## src/rtl/crc_spi_tx_master.sv

```systemverilog
`default_nettype none
// ============================================================================
// Module   : crc_spi_tx_master
// Function : Accepts a 24-bit payload, appends CRC8 (poly 0x2F), and shifts the
//            32-bit frame out MSB-first on an SPI mode-0 master port.
// Revision : 1.0  initial release
// ============================================================================
module crc_spi_tx_master #(
    parameter int LEN_DATA   = 24,
    parameter int LEN_CRC    = 8,
    parameter int LEN_PACKET = 32,
    parameter int CLK_DIV    = 2,
    parameter int CS_GAP     = 4
) (
    input  logic                  clk,
    input  logic                  rst,
    input  logic [LEN_DATA-1:0]   tx_data,
    input  logic                  tx_valid,
    output logic                  tx_ready,
    output logic                  tx_busy,
    output logic                  tx_done,
    output logic [LEN_CRC-1:0]    crc_out,
    output logic                  spi_cs_n,
    output logic                  spi_sclk,
    output logic                  spi_sdo
);

    localparam int DIV_W = (CLK_DIV > 1) ? $clog2(CLK_DIV) : 1;
    localparam int GAP_W = (CS_GAP > 1) ? $clog2(CS_GAP) : 1;
    localparam int BIT_W = $clog2(LEN_PACKET);

    localparam logic [DIV_W-1:0] DIV_LAST = DIV_W'(CLK_DIV - 1);
    localparam logic [GAP_W-1:0] GAP_LAST = GAP_W'(CS_GAP - 1);
    localparam logic [BIT_W-1:0] BIT_LAST = BIT_W'(LEN_PACKET - 1);

    typedef enum logic [1:0] {
        IDLE  = 2'd0,
        CRC   = 2'd1,
        SHIFT = 2'd2,
        GAP   = 2'd3
    } state_t;

    state_t                  state;
    logic [LEN_DATA-1:0]     data_reg;
    logic [LEN_PACKET-1:0]   shreg;
    logic [DIV_W-1:0]        div_cnt;
    logic [GAP_W-1:0]        gap_cnt;
    logic [BIT_W-1:0]        bit_cnt;
    logic [LEN_CRC-1:0]      crc_calc;

    // Serial CRC unrolled over the latched payload, MSB processed first.
    function automatic logic [LEN_CRC-1:0] crc8(input logic [LEN_DATA-1:0] d);
        logic [LEN_CRC-1:0] c;
        logic               fb;
        c = '0;
        for (int i = LEN_DATA - 1; i >= 0; i--) begin
            fb = c[LEN_CRC-1] ^ d[i];
            c  = {c[LEN_CRC-2:0], 1'b0} ^ (fb ? 8'h2F : 8'h00);
        end
        return c;
    endfunction

    assign crc_calc = crc8(data_reg);

    always_ff @(posedge clk or posedge rst) begin
        if (rst) begin
            state    <= IDLE;
            data_reg <= '0;
            shreg    <= '0;
            div_cnt  <= '0;
            gap_cnt  <= '0;
            bit_cnt  <= '0;
            tx_ready <= 1'b0;
            tx_busy  <= 1'b0;
            tx_done  <= 1'b0;
            crc_out  <= '0;
            spi_cs_n <= 1'b1;
            spi_sclk <= 1'b0;
            spi_sdo  <= 1'b0;
        end else begin
            tx_done <= 1'b0;
            case (state)
                IDLE: begin
                    if (tx_valid && tx_ready) begin
                        data_reg <= tx_data;
                        tx_ready <= 1'b0;
                        tx_busy  <= 1'b1;
                        state    <= CRC;
                    end else begin
                        tx_ready <= 1'b1;
                    end
                end
                CRC: begin
                    shreg    <= {data_reg, crc_calc};
                    crc_out  <= crc_calc;
                    spi_cs_n <= 1'b0;
                    spi_sdo  <= data_reg[LEN_DATA-1];
                    div_cnt  <= '0;
                    bit_cnt  <= '0;
                    state    <= SHIFT;
                end
                SHIFT: begin
                    if (div_cnt == DIV_LAST) begin
                        div_cnt  <= '0;
                        spi_sclk <= ~spi_sclk;
                        // Data only moves on the falling sclk edge (mode 0).
                        if (spi_sclk) begin
                            if (bit_cnt == BIT_LAST) begin
                                spi_cs_n <= 1'b1;
                                spi_sdo  <= 1'b0;
                                tx_done  <= 1'b1;
                                gap_cnt  <= '0;
                                state    <= GAP;
                            end else begin
                                shreg   <= {shreg[LEN_PACKET-2:0], 1'b0};
                                spi_sdo <= shreg[LEN_PACKET-2];
                                bit_cnt <= bit_cnt + 1'b1;
                            end
                        end
                    end else begin
                        div_cnt <= div_cnt + 1'b1;
                    end
                end
                GAP: begin
                    if (gap_cnt == GAP_LAST) begin
                        tx_busy  <= 1'b0;
                        tx_ready <= 1'b1;
                        state    <= IDLE;
                    end else begin
                        gap_cnt <= gap_cnt + 1'b1;
                    end
                end
                default: state <= IDLE;
            endcase
        end
    end

endmodule
`default_nettype wire

```

## config.mk

```make
export PLATFORM = sky130hd
export DESIGN_NAME = crc_spi_tx_master
export DESIGN_NICKNAME = d
export VERILOG_FILES = /design/src/rtl/crc_spi_tx_master.sv
export SDC_FILE = /design/constraint.sdc
export NUM_CORES = 1
export LEC_CHECK = 0
export BUFFER_PORTS_ARGS = -buffer_cell sky130_fd_sc_hd__buf_2
export CAP_MARGIN = 20
export CORE_UTILIZATION = 55
export CTS_CLUSTER_SIZE = 40
export DETAILED_ROUTE_END_ITERATION = 7
export PLACE_DENSITY = 0.81
export SLEW_MARGIN = 40
export SYNTH_ARGS = -nofsm -noshare
export SYNTH_HDL_FRONTEND = slang
export SYNTH_SLANG_ARGS = --single-unit
```

## constraint.sdc

```tcl
create_clock -name clk -period 3.8 [get_ports clk]
set_input_delay 0.38 -clock clk [delete_from_list [all_inputs] [get_ports clk]]
set_output_delay 0.38 -clock clk [all_outputs]
set_load 0.1 [all_outputs]
```

### Word level (Yosys, flattened, before mapping)

Index checks and enable logic that the tools add are counted.

* register bits: 79
* input bits: 27
* output and inout port bits: 14
* word-level logic and storage cells: 152

* $add $sub $neg: 3
* eq/ne operators: 12
* multiplexer cells: 63
* bitwise logic cells: 47
* reduce and logical (&&, ||, !) cells: 14

Operators by type and width (number)
* bitwise XOR 8 x 6 -> 8 bit: 22
* 2-to-1 mux 6 bit: 24
* 2-to-1 mux 31 bit: 3
* case mux 31 bit (2 select lines): 1
* bitwise XOR 1 bit: 21
* 2-to-1 mux 2 bit: 9
* 2-to-1 mux 1 bit: 15
* 2-to-1 mux 5 bit: 3
* inequality test 2 bit (second input constant): 7
* case mux 1 bit (2 select lines): 5
* case mux 5 bit (2 select lines): 1
* AND reduction 5 bit: 2
* case mux 2 bit (4 select lines): 1
* AND reduction 4 bit: 2
* bitwise XOR 7 x 6 -> 7 bit: 1
* equality test 2 bit (second input constant): 3
* AND reduction 2 bit: 3
* AND reduction 3 bit: 2
* nonzero test 2 bit: 3
* adder 5 x 1 -> 5 bit (second input constant): 1
* equality test 5 bit (second input constant): 1
* case mux 2 bit (2 select lines): 1
* adder 2 x 1 -> 2 bit (second input constant): 1
* equality test 2 x 1 -> 1 bit (second input constant): 1
* other kinds (5): 6

### Longest topological paths before layout

* depth in word-level cells: 68
* depth in mapped cells: 12
* depth with buffers taken out: 8

### Least setup slack after synthesis

No wires, ideal clock.

* path kind: register to register
* start point: register data_reg[20]
* end point: register crc_out[0]
* library setup time: 126 ps
* data arrival time: 2396 ps
* required time: 3674 ps
* slack: 1278 ps
* cell stages (with the launch flop): 8
* buffers on the path: 1
* period minus slack after synthesis: 2522 ps
* cells stage by stage: dfrtp_1 buf_6 xnor3_2 xor2_1 xnor3_2 xnor2_2 xor3_1 mux2_4

* longest elaborated chain between the ends: 35
* elaborated cells between the ends (all ways): 51
* classes of those cells: mux: 15; bitwise: 36

Ends and longest elaborated chain
* start: declaration: line 44 `logic [LEN_DATA-1:0] data_reg;`
* start signal: assignment: line 85 `data_reg <= tx_data;`
* bitwise XOR 1 bit *: line 57 `fb = c[LEN_CRC-1] ^ d[i];`
* 2-to-1 mux 6 bit *: line 58 `c = {c[LEN_CRC-2:0], 1'b0} ^ (fb ? 8'h2F : 8'h00);`
* bitwise XOR 8 x 6 -> 8 bit * (3 in a row): line 58
* bitwise XOR 1 bit / bitwise XOR 8 x 6 -> 8 bit (equally long branches): line 57, 58
* 2-to-1 mux 6 bit / bitwise XOR 8 x 6 -> 8 bit (equally long branches): line 58
* bitwise XOR 8 x 6 -> 8 bit * (3 in a row): line 58
* bitwise XOR 1 bit / bitwise XOR 8 x 6 -> 8 bit (equally long branches): line 57, 58
* 2-to-1 mux 6 bit / bitwise XOR 8 x 6 -> 8 bit (equally long branches): line 58
* (+9 left out)
* 2-to-1 mux 6 bit / bitwise XOR 8 x 6 -> 8 bit (equally long branches): line 58
* bitwise XOR 8 x 6 -> 8 bit * (3 in a row): line 58
* bitwise XOR 1 bit / bitwise XOR 8 x 6 -> 8 bit (equally long branches): line 57, 58
* 2-to-1 mux 6 bit / bitwise XOR 8 x 6 -> 8 bit (equally long branches): line 58
* bitwise XOR 8 x 6 -> 8 bit * (5 in a row): line 58
* bitwise XOR 1 bit *: line 57
* 2-to-1 mux 6 bit *: line 58
* bitwise XOR 8 x 6 -> 8 bit *: line 58
* end signal: assignment: line 95 `crc_out <= crc_calc;`
* end: declaration: line 22 `output logic [LEN_CRC-1:0] crc_out,`

Mark *: on every way between the ends. The rest lies on a longest branch, timed or not.
A chain may end at the register's enable or synchronous reset.

### Worst setup path after layout

* start point: register data_reg[21]
* end point: register crc_out[0]

* longest elaborated chain between the ends: 38
* elaborated cells between the ends (all ways): 54
* classes of those cells: mux: 16; bitwise: 38

Ends and longest elaborated chain (line)
* bitwise XOR 1 bit *: 57
* 2-to-1 mux 6 bit *: 58
* bitwise XOR 8 x 6 -> 8 bit * (3 in a row): 58
* bitwise XOR 1 bit: 57
* 2-to-1 mux 6 bit: 58
* bitwise XOR 8 x 6 -> 8 bit * (3 in a row): 58
* bitwise XOR 1 bit: 57
* 2-to-1 mux 6 bit: 58
* (+14 left out)
* 2-to-1 mux 6 bit: 58
* bitwise XOR 8 x 6 -> 8 bit * (3 in a row): 58
* bitwise XOR 1 bit: 57
* 2-to-1 mux 6 bit: 58
* bitwise XOR 8 x 6 -> 8 bit * (3 in a row): 58
* bitwise XOR 1 bit *: 57
* 2-to-1 mux 6 bit *: 58
* bitwise XOR 8 x 6 -> 8 bit *: 58

Marked as above.

==> results.md <==
Status:
- The run finished with clean final reports.

STA:
- The highest achievable clock rate is 0.3677 GHz.
- The worst slew margin relative to its limit is 58.68%.
- Setup repair after global routing left no endpoint under its margin.
- The final total negative setup slack is 0 ns.
- The smallest clock period supported by the final layout is computed as 2.719 ns.
- The count of final max-slew check failures is 0.
- The slew at the pin closest to its max-slew limit is 0.6198 ns.
- Setup violations remaining at the end of the flow were counted as 0.
- The post-route fraction of the period consumed by the critical path is 71.56%.
- The count of endpoints failing hold in the final timing report is 0.
- The clock skew after layout is 0.006376 ns.

Critical path:
- STA classifies the critical path endpoint as a flop.
- Traced cell by cell, the critical path runs through xnor3_2, xor2_1, xnor3_2, xnor2_2, xor3_1, mux2_4.
- The kind of cell with the highest combined delay on the critical path is XOR/XNOR gates.
- In this run the number of cells on the critical path is 6.
- Of all nets on the critical path, the largest fanout is 6.
- On the worst path, the slowest cell contributes a delay of 0.59 ns.
- The type of origin of the critical path is a flop.
- The startpoint of the worst setup timing path is data_reg[21].
- STA puts the critical path data arrival time at 2.96 ns.
- The required time reported for the critical path endpoint is 4.04 ns.
- The class of the most critical setup path is flop to flop.
- The worst register-to-register path begins at data_reg[21].
- The worst register-to-register path has a setup slack of 1.08 ns.
- The worst-path cell with the longest stage delay is sky130_fd_sc_hd__dfrtp_1.
- The count of cells along the worst register-to-register path is 6.
- The worst setup path endpoint is crc_out[0].
- Together, buffers and inverters on the worst path number 0.
- In this run the critical register-to-register path is captured at crc_out[0].
- The most repeated library cell on the critical path is sky130_fd_sc_hd__xnor3_2.

Cells and area:
- The layout net count is 435.
- The area growth from synthesis to layout is 11.67%.
- The count of inserted antenna diode cells is 0.
- The fraction of final layout cells with drive strength greater than 1 is 25.12%.
- The filler cell count in the final layout is 584.
- In the layout the commonest cells are 78 x sky130_fd_sc_hd__dfrtp_1, 48 x sky130_fd_sc_hd__nand2_1, 40 x sky130_fd_sc_hd__buf_2.
- The most common library cell in the layout ignoring fill and taps is sky130_fd_sc_hd__dfrtp_1.
- The register with the most flip-flops in the layout has 31 of them.

Clock network:
- The maximum count of clock buffers along a single path is 2.
- The TritonCTS sink count is 79.
- TritonCTS built the clock tree.
- Clock-pin slew was measured on the worst setup and hold paths at 0.08 ns.
- At the later pin of the worst-skew pair, clock insertion delay measures 0.35 ns.
- The number of cells upsized or downsized after cts is 0.
- TritonCTS created 9 clock buffers.
- The H-tree was split into 3 levels.
- CTS placed an instance of sky130_fd_sc_hd__clkbuf_8 at the clock tree root.
- Once the clock tree was built, the setup fixing pass inserted 0 buffers.
- The number of hold-repair buffers added at the cts stage is 0.

Floorplan:
- The core region is 7408 um^2.
- The effective utilization at floorplan is 58.33%.
- The die is 90.64 um wide.
- The height of the die is 90.64 um.
- The die covers 8216 um^2.
- After floorplanning, the core was divided into 31 placement rows.
- The top-level port count is 41.

Logic synthesis:
- The most used flip-flop cell after synthesis is sky130_fd_sc_hd__dfrtp_1.
- The synthesized design contains 79 register bits.
- The post-synthesis cell type count is 42.
- Yosys mapped a number of flops with a built-in enable equal to 0.
- The proportion of synthesized chip area in sequential cells is 45.77%.
- The Yosys step of the flow raised 0 warnings.
- The library cell with the largest summed area after synthesis is sky130_fd_sc_hd__dfrtp_1.
- Of all flip-flops after synthesis, the portion carrying an async set or reset was 100.0%.
- By area the synthesized netlist is led by sky130_fd_sc_hd__dfrtp_1 45%, sky130_fd_sc_hd__mux2_2 7.6%, sky130_fd_sc_hd__xnor2_1 6.9%.
- Synthesis produced a netlist with a net count of 398.
- The area share of the leading cell type in the synthesized netlist is 45.17%.
- Synthesis produced 364 cells.
- The average instance in the mapped netlist occupies 11.87 um^2.
- The synthesized area is 4322 um^2.

Min path:
- The min-delay analysis places its worst path in the category input port to asynchronous set/reset pin.

Global route:
- The initial antenna violation count came to 0.
- The number of global-route vias before repair is 2,787.
- The wire length of the first global-routing pass is 14,030 um.
- The overall global routing resource usage is 22.59%.
- The pin count of the biggest net entering global routing is 47.
- The final global-route overflow total is 0.

Route:
- The final wirelength is 8308 um.
- After detailed routing, the number of remaining DRC violations is 0.
- After the first detailed-routing iteration, the DRC count stood at 127.
- In this run the remaining antenna-violating nets after routing total 0.
- The via count of the routed design is 2,761.
- After detailed routing, the average wire length per cell comes to 16.45 um.
- Using the TritonRoute via totals, the vias-per-cell ratio works out to 5.467.
- The first detailed-routing pass took 4 iterations.

Placement:
- The last weighted congestion value of the routability-driven placer is 0.8644.
- Once detailed placement completed, the half-perimeter wirelength came to 5943 um.
- In this run the tool buffered the top-level ports with 40 buffer cells.

Run:
- The number of violations of the max-capacitance limit is 0.
-- synth_stat cells (2+ instances only) --
library cell,count
sky130_fd_sc_hd__dfrtp_1,78
sky130_fd_sc_hd__xnor3_2,4
sky130_fd_sc_hd__buf_6,2
sky130_fd_sc_hd__and3_1,3
sky130_fd_sc_hd__nand2_1,48
sky130_fd_sc_hd__clkbuf_1,14
sky130_fd_sc_hd__xnor2_1,34
sky130_fd_sc_hd__xnor3_1,12
sky130_fd_sc_hd__a22o_1,3
sky130_fd_sc_hd__a21oi_1,5
sky130_fd_sc_hd__inv_1,5
sky130_fd_sc_hd__nor2b_1,2
sky130_fd_sc_hd__nor3_1,2
sky130_fd_sc_hd__a21o_1,2
sky130_fd_sc_hd__nand3_1,5
sky130_fd_sc_hd__ha_1,7
sky130_fd_sc_hd__and2_1,2
sky130_fd_sc_hd__o21ai_0,32
sky130_fd_sc_hd__buf_2,3
sky130_fd_sc_hd__mux2i_1,28
sky130_fd_sc_hd__mux2_2,29
sky130_fd_sc_hd__xor2_1,11
sky130_fd_sc_hd__xnor3_4,3
sky130_fd_sc_hd__nor2_1,12
-- worst reg2reg max path: stages (launching register included) --
cell and delay (ns):
sky130_fd_sc_hd__dfrtp_1 0.59, sky130_fd_sc_hd__xnor3_2 0.46, sky130_fd_sc_hd__xor2_1 0.15, sky130_fd_sc_hd__xnor3_2 0.48, sky130_fd_sc_hd__xnor2_2 0.21, sky130_fd_sc_hd__xor3_1 0.46, sky130_fd_sc_hd__mux2_4 0.27
-- metrics by stage --
stage	util [%]	hold WS (ns)	setup WS, ns	instances	cell area, um^2
after floorplan	-	0.4492	1.278	364	4322
after global placement	62.08	0.4619	1.137	489	4599
after detailed placement	62.12	0.4720	1.086	489	4602
after CTS	65.14	0.1016	1.083	505	4826
after global routing	65.14	0.1199	0.9842	505	4826
final	65.14	0.09086	1.081	505	4826
-- per-layer routing --
metal  vias up  routed length [um]  track usage (%)
met1      1367                3964            31.12
met5         -                   0                0
met2        70                3905            35.54
met4         0                  91            7.124
met3        10                 346            5.303
li1       1314                   -                -
-- kinds of logic after synthesis --
group / Yosys count / synth area share (%)
AND/OR/NAND/NOR: 76 / 7.354
buffers and inverters: 26 / 2.692
flip-flops: 79 / 45.77
XOR/XNOR: 67 / 20.96
AO/OA/AOI/OAI: 51 / 6.804
adder cells (fa/ha/maj): 7 / 2.027
multiplexers: 58 / 14.39
-- worst min-delay path by stage --
stage	start	cells after the start	end	slack, ns
floorplan	shreg[6]	2	shreg[6]	0.45
global placement	shreg[21]	2	shreg[21]	0.46
detailed placement	shreg[17]	2	shreg[17]	0.47
CTS	rst	2	gap_cnt[0]	0.10
global route	rst	2	spi_sclk	0.12
finish	rst	2	spi_sclk	0.09
-- final cells by class --
cell class                      count  area, um^2  area share, %
Clock inverter                      3       65.06          1.348
Timing Repair Buffer               46       245.2          5.082
Tap cell                           99       123.9          2.567
Clock buffer                       13       158.9          3.293
Inverter                            6       25.02         0.5185
Sequential cell                    79        1978          40.99
Multi-Input combinational cell    259        2230          46.20
Power is not shown: default switching activity piles up to over one toggle a cycle in this logic, so the estimate is an artifact.
